### src/rtl/pc_sequencer.sv
// Program-counter sequencer: sequential fetch, branches, J/JAL and JR/JALR redirects.
// Define BRANCH_DELAY_SLOT_EN to execute one delay-slot instruction before a redirect lands.
module pc_sequencer #(
  parameter logic [31:0] RESET_PC = 32'h0040_0000
) (
  input  logic        Clk_in,
  input  logic        Reset_n_in,
  input  logic        Stall_in,
  input  logic        Branch_in,
  input  logic        Jump_in,
  input  logic        JumpReg_in,
  input  logic [31:0] AluResult_in,
  input  logic [15:0] Imm_in,
  input  logic [25:0] JumpIndex_in,
  output logic [31:0] PC_out,
  output logic [31:0] LinkAddr_out,
  output logic        RedirectPending_out,
  output logic        Misalign_out
);

  logic [31:0] pc_q, pc_d;
  logic [31:0] pc4;
  logic [31:0] branch_tgt;
  logic [31:0] jump_tgt;
  logic [31:0] redirect_tgt;
  logic        redirect;

  assign pc4          = pc_q + 32'd4;
  assign branch_tgt   = pc4 + {{14{Imm_in[15]}}, Imm_in, 2'b00};
  assign jump_tgt     = JumpReg_in ? {AluResult_in[31:2], 2'b00}
                                   : {pc4[31:28], JumpIndex_in, 2'b00};
  assign redirect     = Branch_in | Jump_in;
  // Jump outranks a simultaneous taken branch.
  assign redirect_tgt = Jump_in ? jump_tgt : branch_tgt;

  // A misaligned register target is flagged but still taken with its low bits cleared.
  assign Misalign_out = Jump_in & JumpReg_in & (|AluResult_in[1:0]);
  assign PC_out       = pc_q;

`ifdef BRANCH_DELAY_SLOT_EN
  typedef enum logic {
    SEQ   = 1'b0,
    DELAY = 1'b1
  } state_e;

  state_e      state_q, state_d;
  logic [31:0] tgt_q, tgt_d;

  // NOTE: every always_comb output gets a default first, so no path can infer a latch.
  always_comb begin
    pc_d    = pc_q;
    state_d = state_q;
    tgt_d   = tgt_q;
    if (!Stall_in) begin
      case (state_q)
        SEQ: begin
          pc_d = pc4;
          if (redirect) begin
            tgt_d   = redirect_tgt;
            state_d = DELAY;
          end
        end
        // Branch/jump flags from the delay-slot instruction are deliberately ignored.
        DELAY: begin
          pc_d    = tgt_q;
          state_d = SEQ;
        end
        default: state_d = SEQ;
      endcase
    end
  end

  // NOTE: state registers use non-blocking assignments so all flops update together.
  always_ff @(posedge Clk_in or negedge Reset_n_in) begin
    if (!Reset_n_in) begin
      pc_q    <= RESET_PC;
      state_q <= SEQ;
      tgt_q   <= '0;
    end else begin
      pc_q    <= pc_d;
      state_q <= state_d;
      tgt_q   <= tgt_d;
    end
  end

  assign LinkAddr_out        = pc_q + 32'd8;
  assign RedirectPending_out = (state_q == DELAY);
`else
  always_comb begin
    pc_d = pc_q;
    if (!Stall_in) begin
      pc_d = redirect ? redirect_tgt : pc4;
    end
  end

  always_ff @(posedge Clk_in or negedge Reset_n_in) begin
    if (!Reset_n_in) begin
      pc_q <= RESET_PC;
    end else begin
      pc_q <= pc_d;
    end
  end

  assign LinkAddr_out        = pc4;
  assign RedirectPending_out = 1'b0;
`endif

endmodule

### config.mk
export PLATFORM = sky130hd
export DESIGN_NAME = pc_sequencer
export DESIGN_NICKNAME = d
export VERILOG_FILES = /design/src/rtl/pc_sequencer.sv
export SDC_FILE = /design/constraint.sdc
export NUM_CORES = 1
export LEC_CHECK = 0
export ABC_AREA = 1
export ABC_CLOCK_PERIOD_IN_PS = 3100
export BUFFER_PORTS_ARGS = -buffer_cell sky130_fd_sc_hd__buf_2
export CORE_MARGIN = 1
export CORE_UTILIZATION = 40
export CTS_CLUSTER_SIZE = 40
export DETAILED_ROUTE_END_ITERATION = 10
export SLEW_MARGIN = 30
export SYNTH_ARGS = -nofsm -noshare
export SYNTH_HDL_FRONTEND = slang
export SYNTH_SLANG_ARGS = --single-unit
### constraint.sdc
create_clock -name Clk_in -period 3.1 [get_ports Clk_in]
set_input_delay 0.465 -clock Clk_in [delete_from_list [all_inputs] [get_ports Clk_in]]
set_output_delay 0.465 -clock Clk_in [all_outputs]
set_load 0.02 [all_outputs]
# After elaboration in Yosys (flattened, before gate mapping)
# Index checks and enable logic that the tools add are counted.
[word_totals]
out_inout_bits = 66
ff_bits = 32
in_bits = 80
[classes]
reduce_logical = 1
n_bitwise = 3
addsub = 2
muxes = 3
[ops]
columns = ["operator", "n"]
rows = [
  ["32-bit 2-to-1 mux", 3],
  ["32-bit by 3-bit adder with 32-bit output, second input constant", 1],
  ["32-bit adder", 1],
  ["1-bit bitwise AND", 2],
  ["2-bit OR reduction", 1],
  ["1-bit OR", 1],
]

# Depth between registers and ports, before layout
[depth]
ltp_word = 4
depth_mapped = 26
depth_no_buf = 26

# Worst setup path before layout
# Ideal clock, no wire load.
[synth_timing]
path_kind = "flip-flop to flip-flop"
start = "register pc_q[3] (netlist: PC_out[3])"
end = "register pc_q[29] (netlist: PC_out[29])"
synth_period_minus_slack_ps = 3211
arrival_ps = 3095
setup_ps = 117
slack_ps = -111
n_path_buf = 0
path_stages_with_launch = 21
path_cell_list = "dfrtp_1 > ha_1 > nand2_1 > inv_1 > nand2_1 > nor2_2 > nand2_1 > nor2_2 > nand2_2 > xor2_1 > ha_1 > a21oi_1 > nor2_1 > nor2_1 > o21ai_0 > a21oi_1 > nand3_1 > nand3_1 > nand2_1 > nand2_1 > nand2_1"
[synth_via]
elab_chain_len = 4
word_cells_on_any_way = 5
cone_classes = "add/sub (2); mux (3)"
[synth_rtl]
columns = ["element", "line", "text"]
rows = [
  ["start, declared", "21", "logic [31:0] pc_q, pc_d;"],
  ["start signal, assigned", "100", "pc_q <= pc_d;"],
  ["32-bit by 3-bit adder with 32-bit output", "28", "assign pc4 = pc_q + 32'd4;"],
  ["via LinkAddr_out[18]", "16", "output logic [31:0] LinkAddr_out,"],
  ["32-bit adder", "29", "assign branch_tgt = pc4 + {{14{Imm_in[15]}}, Imm_in, 2'b00};"],
  ["32-bit 2-to-1 mux", "34", "assign redirect_tgt = Jump_in ? jump_tgt : branch_tgt;"],
  ["32-bit 2-to-1 mux", "92", "pc_d = redirect ? redirect_tgt : pc4;"],
]
# The timed path passes the listed nets, and every way through them passes these cells.
# A chain may end at the register's enable or synchronous reset.

# Worst setup path after layout
[layout_timing]
start = "register pc_q[5] (netlist: PC_out[5])"
end = "register pc_q[28] (netlist: PC_out[28])"
[layout_via]
elab_chain_len = 4
word_cells_on_any_way = 5
cone_classes = "add/sub (2); mux (3)"
[layout_rtl]
columns = ["element", "line"]
rows = [
  ["32-bit by 3-bit adder with 32-bit output (*)", "28"],
  ["32-bit adder / 32-bit 2-to-1 mux (equally long branches)", "29, 30"],
  ["32-bit 2-to-1 mux", "34"],
  ["32-bit 2-to-1 mux (*)", "92"],
]
# Every way passes the cells marked *; elsewhere a longest branch is shown, timed or not.

==> metrics <==
outcome=finished clean; Initial DRC Count=600; largest net degree at the start of global routing=41; PD cells=529 nW/µm²; Ys Warns=0; maxcap violations=0; type of origin of the critical path=flip-flop; GPL Wtd Cong=0.991; max reg flops=30; GRT Util Overall=30.5%; number of vias after detailed routing=6451; Non-Filler Instances=1253; final setup violation count=0; Switch Pwr=1.97 mW; Primary FF master, synth=dfrtp_1; Clock Sinks=30; setup tns final=0 ps; Avg Cell Area, Syn=5.57 µm²; part of the Yosys area used for sequential elements=15.2%; Net Sw Frac=51.1%; Bufs on Longest Clock Path=2; number of routed nets with antenna violations=0; Tmin final=3040 ps; initial antenna violation count=0; WL per Instance=16.4 µm; EDFF count, synth=0; CTS tree=done; Slew HR=44.3%; first-pass GRT wire length=30.2 mm; peak supply drop=0.255 mV; Pre-antenna DRT Iters=5; via/cell ratio=5.15; vias in the first global route=5639; post-DP HPWL=16.1 mm; Final Slew Violations=0; sequential share of power=15.3%; Hold Path Class=input port to async pin; synthesized instance count=885; Die Area=12800 µm²; Die Width=113 µm; row count=40; Worst-Margin Slew=836 ps; Post-Place Cells=1236; I/O pin count=146; Synth cell types=44; RSZ-0062 raised after global routing=true; Logic pwr share=72.1%; Tot Pwr=3.85 mW; Routed WL=20.5 mm; Clock transition at path regs=50 ps; Mapped Area=4930 µm²; Initial Util=41.1%; ANT cells=0; H-Tree Depth=2; worst skew pair latency=270 ps; register bit total from synthesis=30; Setup crit end kind=flip-flop; cts bufs inserted=5; Leak Pwr=3.97 nW; clock skew=1.96 ps; final hold vios=0; ys async rst share=100%; share of post-route cells with drive strength above 1=36.7%; crit path max fanout=4; IO buf count=140; Clock power frac=12.6%; placed cell areas=6330 µm²; die height=113 µm; global route total overflow=0; clock root buffer=clkbuf_16; hold buffers post-CTS=0; DRC=0; Core Box Area=12000 µm²; CP Class=flip-flop to flip-flop; WP data required=3310 ps; Nets=1222; internal power=1.88 mW; CP arrival=3250 ps; maximum clock rate=0.329 GHz; crit share post-route=98.1%; P&R area growth vs syn=47.7%; post-route cell area=7290 µm²
area by class of cell:
type | count | area (µm²)
inverter | 127 | 477
clock buffer | 7 | 143
tap | 147 | 184
multi-input combinational | 707 | 4310
sequential | 30 | 756
clock inverter | 1 | 5.00
fill | 1196 | 4720
timing repair buffer | 234 | 1410
cell usage in the layout, fill, tap and decap left out, types with 21 or more instances in the layout:
| master | netlist | routed |
|---|---|---|
| o21ai_0 | 38 | 27 |
| buf_2 | 5 | 140 |
| buf_4 | 6 | 92 |
| inv_1 | 124 | 112 |
| nor2_2 | 6 | 21 |
| nand3_1 | 49 | 41 |
| a21oi_1 | 67 | 47 |
| nor2_1 | 90 | 65 |
| dfrtp_1 | 29 | 26 |
| nand2_1 | 314 | 279 |
| nand2_2 | 7 | 35 |
power groups by stage:
stage	combinational (mW)	sequential, mW	clock [mW]
after floorplan	1.28	0.671	0
after global placement	2.32	0.583	0
after detailed placement	2.32	0.581	0
after CTS	2.35	0.577	0.492
after global routing	3.02	0.601	0.510
final	2.78	0.589	0.484
cells in the mapped netlist (3+ instances only):
library cell | n | area (µm²)
dfrtp_1 | 29 | 726
a31oi_1 | 3 | 18.8
nor2_1 | 90 | 338
o21bai_1 | 8 | 60.1
o211ai_1 | 3 | 22.5
o22ai_1 | 4 | 25.0
o21ai_0 | 38 | 190
xor2_1 | 15 | 131
inv_1 | 124 | 465
xnor2_1 | 6 | 52.6
nand3b_1 | 6 | 45.0
nand2_2 | 7 | 43.8
nand2_1 | 314 | 1180
nor2_2 | 6 | 37.5
clkbuf_1 | 10 | 37.5
nor3_1 | 10 | 50.1
a221oi_1 | 9 | 78.8
buf_2 | 5 | 25.0
ha_1 | 36 | 450
nand3_1 | 49 | 245
nand4_1 | 14 | 87.6
buf_4 | 6 | 45.0
a21oi_1 | 67 | 335
worst paths after layout:
check | from | to | slack [ps] | cells after the start
worst max-delay path | PC_out[5] | PC_out[28] | 60 | 20
worst min-delay path | Reset_n_in | PC_out[7] | 240 | 1
worst max register to register | PC_out[5] | PC_out[28] | 60 | 20
worst min register to register | PC_out[22] | PC_out[22] | 510 | 2
max in group asynchronous | Reset_n_in | PC_out[15] | 2360 | 1
min in group Clk_in | PC_out[22] | PC_out[22] | 510 | 2
per-layer routing:
metal,track usage (%),vias to the layer above,wire length [µm]
li1,-,3268,-
met1,45.5,2914,9580
met2,47.0,242,9220
met3,2.04,27,1260
met4,8.60,0,440
met5,0,-,0
per-stage QoR:
step | utilization, % | setup WS [ps] | hold WS [ps]
6_report | 60.7 | 59.9 | 240
3_5_place_dp | 52.7 | -87.9 | 488
4_1_cts | 54.4 | 3.77 | 269
5_1_grt | 60.7 | -116 | 295
2_1_floorplan | - | 43.1 | 169
3_3_place_gp | 52.7 | -81.0 | 486
kinds of logic after synthesis:
group                    synth area share [%]
flip-flops                               15.2
AND/OR/NAND/NOR                          42.9
adder cells (fa/ha/maj)                  9.54
other                                  0.0760
XOR/XNOR                                 4.06
AO/OA/AOI/OAI                            15.6
buffers and inverters                    12.7
repair_timing:
item,in CTS,in global routing
pin swaps,2,54
setup buffers,0,10
endpoints found under the setup margin,11,24
gates resized for setup,11,168
critical path, stage by stage, from the launching register on:
cell	delay, ps
dfrtp_1	420
nand2_2	110
nor2_2	180
nand2_4	90
nor3_4	310
nand2_2	160
nor2_4	150
xor2_2	180
inv_2	100
ha_4	250
a21oi_4	150
nor2_1	50
nor2_1	120
nand2_1	80
a21oi_2	170
nand2_1	70
nand2_1	80
nand3_2	120
nand2_1	100
nand2_1	50
nand2_1	50
Power figures use the tool's default switching activity.
